--- src/rtl/ymux_arb.sv ---
// ----------------------------------------------------------------------------
// ymux_arb
//   Registered N-channel multiplexer/arbiter. Selects one of CHANNELS
//   valid/ready input streams into a single one-entry output register,
//   either by an external select (mode=0) or by round-robin arbitration
//   (mode=1). One-cycle latency, one word per cycle when out_ready stays high.
//
// Ports
//   clk        rising-edge clock
//   reset      synchronous, active-high reset
//   in_data    CHANNELS*SIZE; channel i at [i*SIZE +: SIZE]
//   in_valid   per-channel valid
//   in_ready   per-channel accept, one-hot or zero (combinational)
//   mode       0 = fixed select, 1 = round-robin
//   sel        channel passed in fixed mode
//   out_data   registered selected data
//   out_chan   channel id of out_data
//   out_valid  output register holds data
//   out_ready  downstream accept
// ----------------------------------------------------------------------------
module ymux_arb #(
  parameter  int SIZE     = 32,
  parameter  int CHANNELS = 4,
  localparam int SELW     = (CHANNELS > 1) ? $clog2(CHANNELS) : 1
) (
  input  logic                     clk,
  input  logic                     reset,
  input  logic [CHANNELS*SIZE-1:0] in_data,
  input  logic [CHANNELS-1:0]      in_valid,
  output logic [CHANNELS-1:0]      in_ready,
  input  logic                     mode,
  input  logic [SELW-1:0]          sel,
  output logic [SIZE-1:0]          out_data,
  output logic [SELW-1:0]          out_chan,
  output logic                     out_valid,
  input  logic                     out_ready
);

  // Channel-id addition modulo CHANNELS. Operands are always < CHANNELS,
  // so a single conditional subtract is enough.
  function automatic logic [SELW-1:0] f_chan_add(input logic [SELW-1:0] a,
                                                 input logic [SELW-1:0] b);
    logic [SELW:0] s;
    s = {1'b0, a} + {1'b0, b};
    if (s >= (SELW+1)'(CHANNELS)) s = s - (SELW+1)'(CHANNELS);
    return s[SELW-1:0];
  endfunction

  logic [SIZE-1:0]       r_data_p1;
  logic [SELW-1:0]       r_chan_p1;
  logic                  r_vld_p1;
  logic [SELW-1:0]       r_ptr;

  logic [2*CHANNELS-1:0] w_rot_dbl;
  logic [CHANNELS-1:0]   w_rot;
  logic                  w_gnt_vld;
  logic [SELW-1:0]       w_gnt;
  logic [SIZE-1:0]       w_gnt_data;
  logic                  w_load_en;
  logic                  w_xfer;

  // Round-robin search runs on in_valid rotated right by the pointer, so
  // bit k of w_rot is channel (ptr+k) mod CHANNELS.
  always_comb begin
    w_rot_dbl = {in_valid, in_valid} >> r_ptr;
    w_rot     = w_rot_dbl[CHANNELS-1:0];
    w_gnt_vld = 1'b0;
    w_gnt     = '0;
    if (mode) begin
      for (int k = 0; k < CHANNELS; k++) begin
        if (!w_gnt_vld && w_rot[k]) begin
          w_gnt_vld = 1'b1;
          w_gnt     = f_chan_add(r_ptr, SELW'(k));
        end
      end
    end else begin
      // A select value with no matching channel simply never grants.
      for (int c = 0; c < CHANNELS; c++) begin
        if (sel == SELW'(c) && in_valid[c]) begin
          w_gnt_vld = 1'b1;
          w_gnt     = SELW'(c);
        end
      end
    end
  end

  assign w_load_en = !r_vld_p1 || out_ready;
  assign w_xfer    = !reset && w_load_en && w_gnt_vld;

  always_comb begin
    w_gnt_data = '0;
    in_ready   = '0;
    for (int c = 0; c < CHANNELS; c++) begin
      if (w_gnt == SELW'(c)) begin
        w_gnt_data  = in_data[c*SIZE +: SIZE];
        in_ready[c] = w_xfer;
      end
    end
  end

  // ---- stage p1: output buffer and round-robin pointer ----
  always_ff @(posedge clk) begin
    if (reset) begin
      r_vld_p1  <= 1'b0;
      r_data_p1 <= '0;
      r_chan_p1 <= '0;
      r_ptr     <= '0;
    end else if (w_xfer) begin
      r_vld_p1  <= 1'b1;
      r_data_p1 <= w_gnt_data;
      r_chan_p1 <= w_gnt;
      if (mode) r_ptr <= f_chan_add(w_gnt, SELW'(1));
    end else if (r_vld_p1 && out_ready) begin
      r_vld_p1 <= 1'b0;
    end
  end

  assign out_data  = r_data_p1;
  assign out_chan  = r_chan_p1;
  assign out_valid = r_vld_p1;

endmodule

--- config.mk ---
export PLATFORM = sky130hd
export DESIGN_NAME = ymux_arb
export DESIGN_NICKNAME = d
export VERILOG_FILES = /design/src/rtl/ymux_arb.sv
export SDC_FILE = /design/constraint.sdc
export NUM_CORES = 1
export LEC_CHECK = 0
export CAP_MARGIN = 20
export CORE_ASPECT_RATIO = 2
export CORE_MARGIN = 3
export CORE_UTILIZATION = 30
export CTS_CLUSTER_SIZE = 20
export DETAILED_ROUTE_END_ITERATION = 8
export GPL_TIMING_DRIVEN = 0
export HOLD_SLACK_MARGIN = 0.1
export PLACE_DENSITY_LB_ADDON = 0.12
export SYNTH_ARGS = -nofsm -noshare
export SYNTH_HDL_FRONTEND = slang
export SYNTH_SLANG_ARGS = --single-unit
--- constraint.sdc ---
create_clock -name clk -period 5.23 [get_ports clk]
set_clock_uncertainty 0.1 [all_clocks]
set_input_delay 1.569 -clock clk [delete_from_list [all_inputs] [get_ports clk]]
set_output_delay 1.569 -clock clk [all_outputs]
set_load 0.03 [all_outputs]
==> qor.csv <==
stage,metric,value,unit
outcome,status,"complete, no violations",
placement,hpwl dp,9.180,mm
clocking,Clock Tree Buf Depth,2,
detailed_routing,WL final,12.06,mm
worst_setup_path,endpoint class of the critical path,output port,
floorplan,Ports,177,
timing,Final Hold Fails,0,
cells_and_area,fillers,890,
placement,GP Congestion,0.7993,
timing,RSZ-0062 raised after global routing,no,
power_and_ir_drop,VDD IR max,142.7,uV
synthesis,synthesized cell area,0.002859,sq mm
detailed_routing,DRT Pass-1 Iters,4,
synthesis,"Net Count, Synth",468,
cells_and_area,fraction of layout cells with a size suffix above 1,15.82,%
worst_hold_path,HP Class,flip-flop to flip-flop,
detailed_routing,met2 wire length,6.898,mm
global_route,number of global-route vias before repair,3510,
clocking,clock slew at reported path FFs,0.06,ns
synthesis,Post-synth ARST share,0,%
clocking,htree depth,2,
floorplan,Die Y,144.1,um
timing,Tcrit/Tclk final,99.00,%
worst_setup_path,worst path required time,3.56,ns
cells_and_area,nets,654,
cells_and_area,ANT cells,0,
clocking,TritonCTS sink count,37,
worst_setup_path,critical path cell sequence,"buf_6, or4bb_4, a2111o_1, o221ai_4, inv_2, ha_4, clkbuf_16, and3_4, buf_6",
cells_and_area,flip-flop and latch area,740.7,sq um
detailed_routing,Met1 Wirelength,4.169,mm
clocking,"Clk Latency, worst-skew pair",0.28,ns
cells_and_area,Synth-to-Final Area Change,76.06,%
clocking,Root Driver,clkbuf_16,
worst_setup_path,Startpoint Class,input pin,
synthesis,"Top FF cell, synth",dfxtp_1,
worst_setup_path,crit path max fanout,10,
job,Max-Cap Viols,0,
timing,Slew headroom,59.13,%
synthesis,"Distinct cells, synth",44,
worst_setup_path,Critical Path AT,3.51,ns
worst_setup_path,largest stage delay on the critical path,0.53,ns
synthesis,Post-synth EDFFs,0,
synthesis,Synth Warn #,0,
detailed_routing,routed vias,3429,
detailed_routing,drt wl/cell,19.65,um
clocking,CTS tree,built,
placement,port buffer count,175,
worst_setup_path,crit path kind,input pin to output port,
clocking,Num CTS Buffers,5,
timing,minimum clock period,5.178,ns
synthesis,Gate Count Post-Synth,326,
synthesis,#FFs+latches synth,37,
clocking,hold buffer count at cts,0,
detailed_routing,Post-DRT Antenna Nets,0,
floorplan,Starting Density,31.30,%
floorplan,core area,0.009135,sq mm
cells_and_area,Multi-input gate area,0.001872,sq mm
detailed_routing,vias per cell,5.585,
worst_setup_path,Crit-path slowest cell,or4bb_4,
cells_and_area,"commonest non-fill, non-tap cell in the layout",clkdlybuf4s50_1,
power_and_ir_drop,leakage,1.922,nW
global_route,grt ovf,0,
placement,Place WS,-1.713,ns
timing,final number of setup-violating endpoints,0,
worst_setup_path,CP dominant cell by count,buf_6,
floorplan,Die ar.,0.01081,sq mm
timing,hold slack final,0.4456,ns
cells_and_area,Finished Core Util,55.10,%
synthesis,Synth Area per Inst,8.770,sq um
global_route,antenna violations before repair,0,
timing,setup TNS,0,ns
detailed_routing,Remaining DRCs,0,
global_route,largest net degree at the start of global routing,11,
worst_setup_path,"CP delay by family, top",simple AND/OR/NAND/NOR gates,
cells_and_area,most frequent cells in the layout,"165 x clkdlybuf4s50_1, 37 x dfxtp_1, 36 x inv_1, 33 x nand2_1, 33 x o41ai_1",
floorplan,cell row count,49,
global_route,GRT Overall Usage,22.11,%
cells_and_area,design area,0.005034,sq mm
global_route,first-pass GRT wire length,18.09,mm
timing,post-route setup slack,0.05213,ns
placement,Placed Area,0.004741,sq mm
synthesis,"Seq/Total Area, Yosys",25.91,%
detailed_routing,top sig layer,met4,
floorplan,Die X,75.03,um
timing,fmax,0.1931,GHz
timing,worst slew pin tran,0.6131,ns
detailed_routing,met3 wire length,570,um
power_and_ir_drop,pwr dens,246.5,mW/mm^2
detailed_routing,drt initial violations,77,
worst_setup_path,crit path buf inv count,4,
timing,"Slew Viols, Final",0,
-- final timing paths --
check	endpoint	slack (ns)	depth (start not counted)	start
setup / recovery	in_ready[3]	0.05	9	in_valid[1]
hold / removal	out_chan[0]	0.45	2	out_chan[0]
setup reg to reg	out_data[13]	1.57	13	r_ptr[1]
hold reg to reg	out_chan[0]	0.45	2	out_chan[0]
-- layer usage --
metal | vias up | global-route usage (%)
li1 | 1659 | -
met5 | - | 0
met2 | 114 | 42.36
met3 | 22 | 3.967
met1 | 1634 | 22.09
met4 | 0 | 9.381
-- worst register-to-register path, stage by stage (launching register included) --
cell and delay (ns):
dfxtp_1 0.30, clkbuf_1 0.19, or4bb_4 0.56, buf_4 0.14, o211ai_1 0.14, o221ai_4 0.20
ha_4 0.22, buf_4 0.17, buf_4 0.18, nor2b_1 0.27, clkbuf_1 0.47, a221oi_1 0.18
a211o_1 0.33, a31oi_2 0.16
-- synth_stat cells (2+ instances only) --
library cell / n / share of area [%]
inv_1: 37 / 4.9
a221oi_1: 31 / 9.5
nand2_1: 33 / 4.3
o31ai_1: 2 / 0.53
mux2i_1: 2 / 0.70
nor2_1: 4 / 0.53
o211a_1: 2 / 0.70
nor2b_1: 3 / 0.66
a21oi_1: 3 / 0.53
a211oi_1: 2 / 0.53
a31oi_1: 3 / 0.66
o41ai_1: 33 / 10
dfxtp_1: 37 / 26
buf_6: 3 / 1.2
a211o_1: 32 / 9.8
or4bb_1: 2 / 0.79
a31oi_2: 29 / 13
ha_1: 4 / 1.8
buf_1: 2 / 0.26
clkbuf_1: 26 / 3.4
and3_1: 5 / 1.1
buf_2: 9 / 1.6
-- where the power goes --
part           switching [mW]  internal, mW  total [mW]
Combinational           0.307         0.292       0.599
Sequential             0.0195         0.320       0.339
Clock                   0.115         0.187       0.303
Total                   0.441         0.799        1.24
-- cell families (layout without fill, tap and decap cells) --
family / after synthesis / after routing / share of synthesized area (%)
flops: 37 / 37 / 25.91
mux: 4 / 4 / 1.575
compound gates: 147 / 147 / 48.53
fa+ha+maj: 4 / 4 / 1.751
simple gates: 56 / 56 / 10.68
buf+inv: 78 / 264 / 11.55
-- what timing repair did --
item                       4_1_cts  5_1_grt
gates resized for setup         58        3
pin swaps                        7        1
setup buffers                    9        0
setup endpoints to repair        4        3
gates cloned                     0        0
-- stage by stage --
step	std cells	power (mW)
after floorplan	326	0.6696
after global placement	603	0.9209
after detailed placement	603	0.9261
after CTS	615	1.251
after global routing	614	1.302
final	614	1.241
-- area by class of cell --
cell class | instances | area share, %
Buffer | 36 | 3.853
Clock buffer | 7 | 2.834
Inverter | 37 | 2.759
Multi-Input combinational cell | 211 | 37.19
Sequential cell | 37 | 14.72
Tap cell | 102 | 2.535
Timing Repair Buffer | 184 | 36.12
-- state kept, by name, indices dropped and copies added, names as in the netlist --
register   cells
out_data      32
out_chan       2
out_valid      1
r_ptr          2
(Power assumes the default switching activity.)
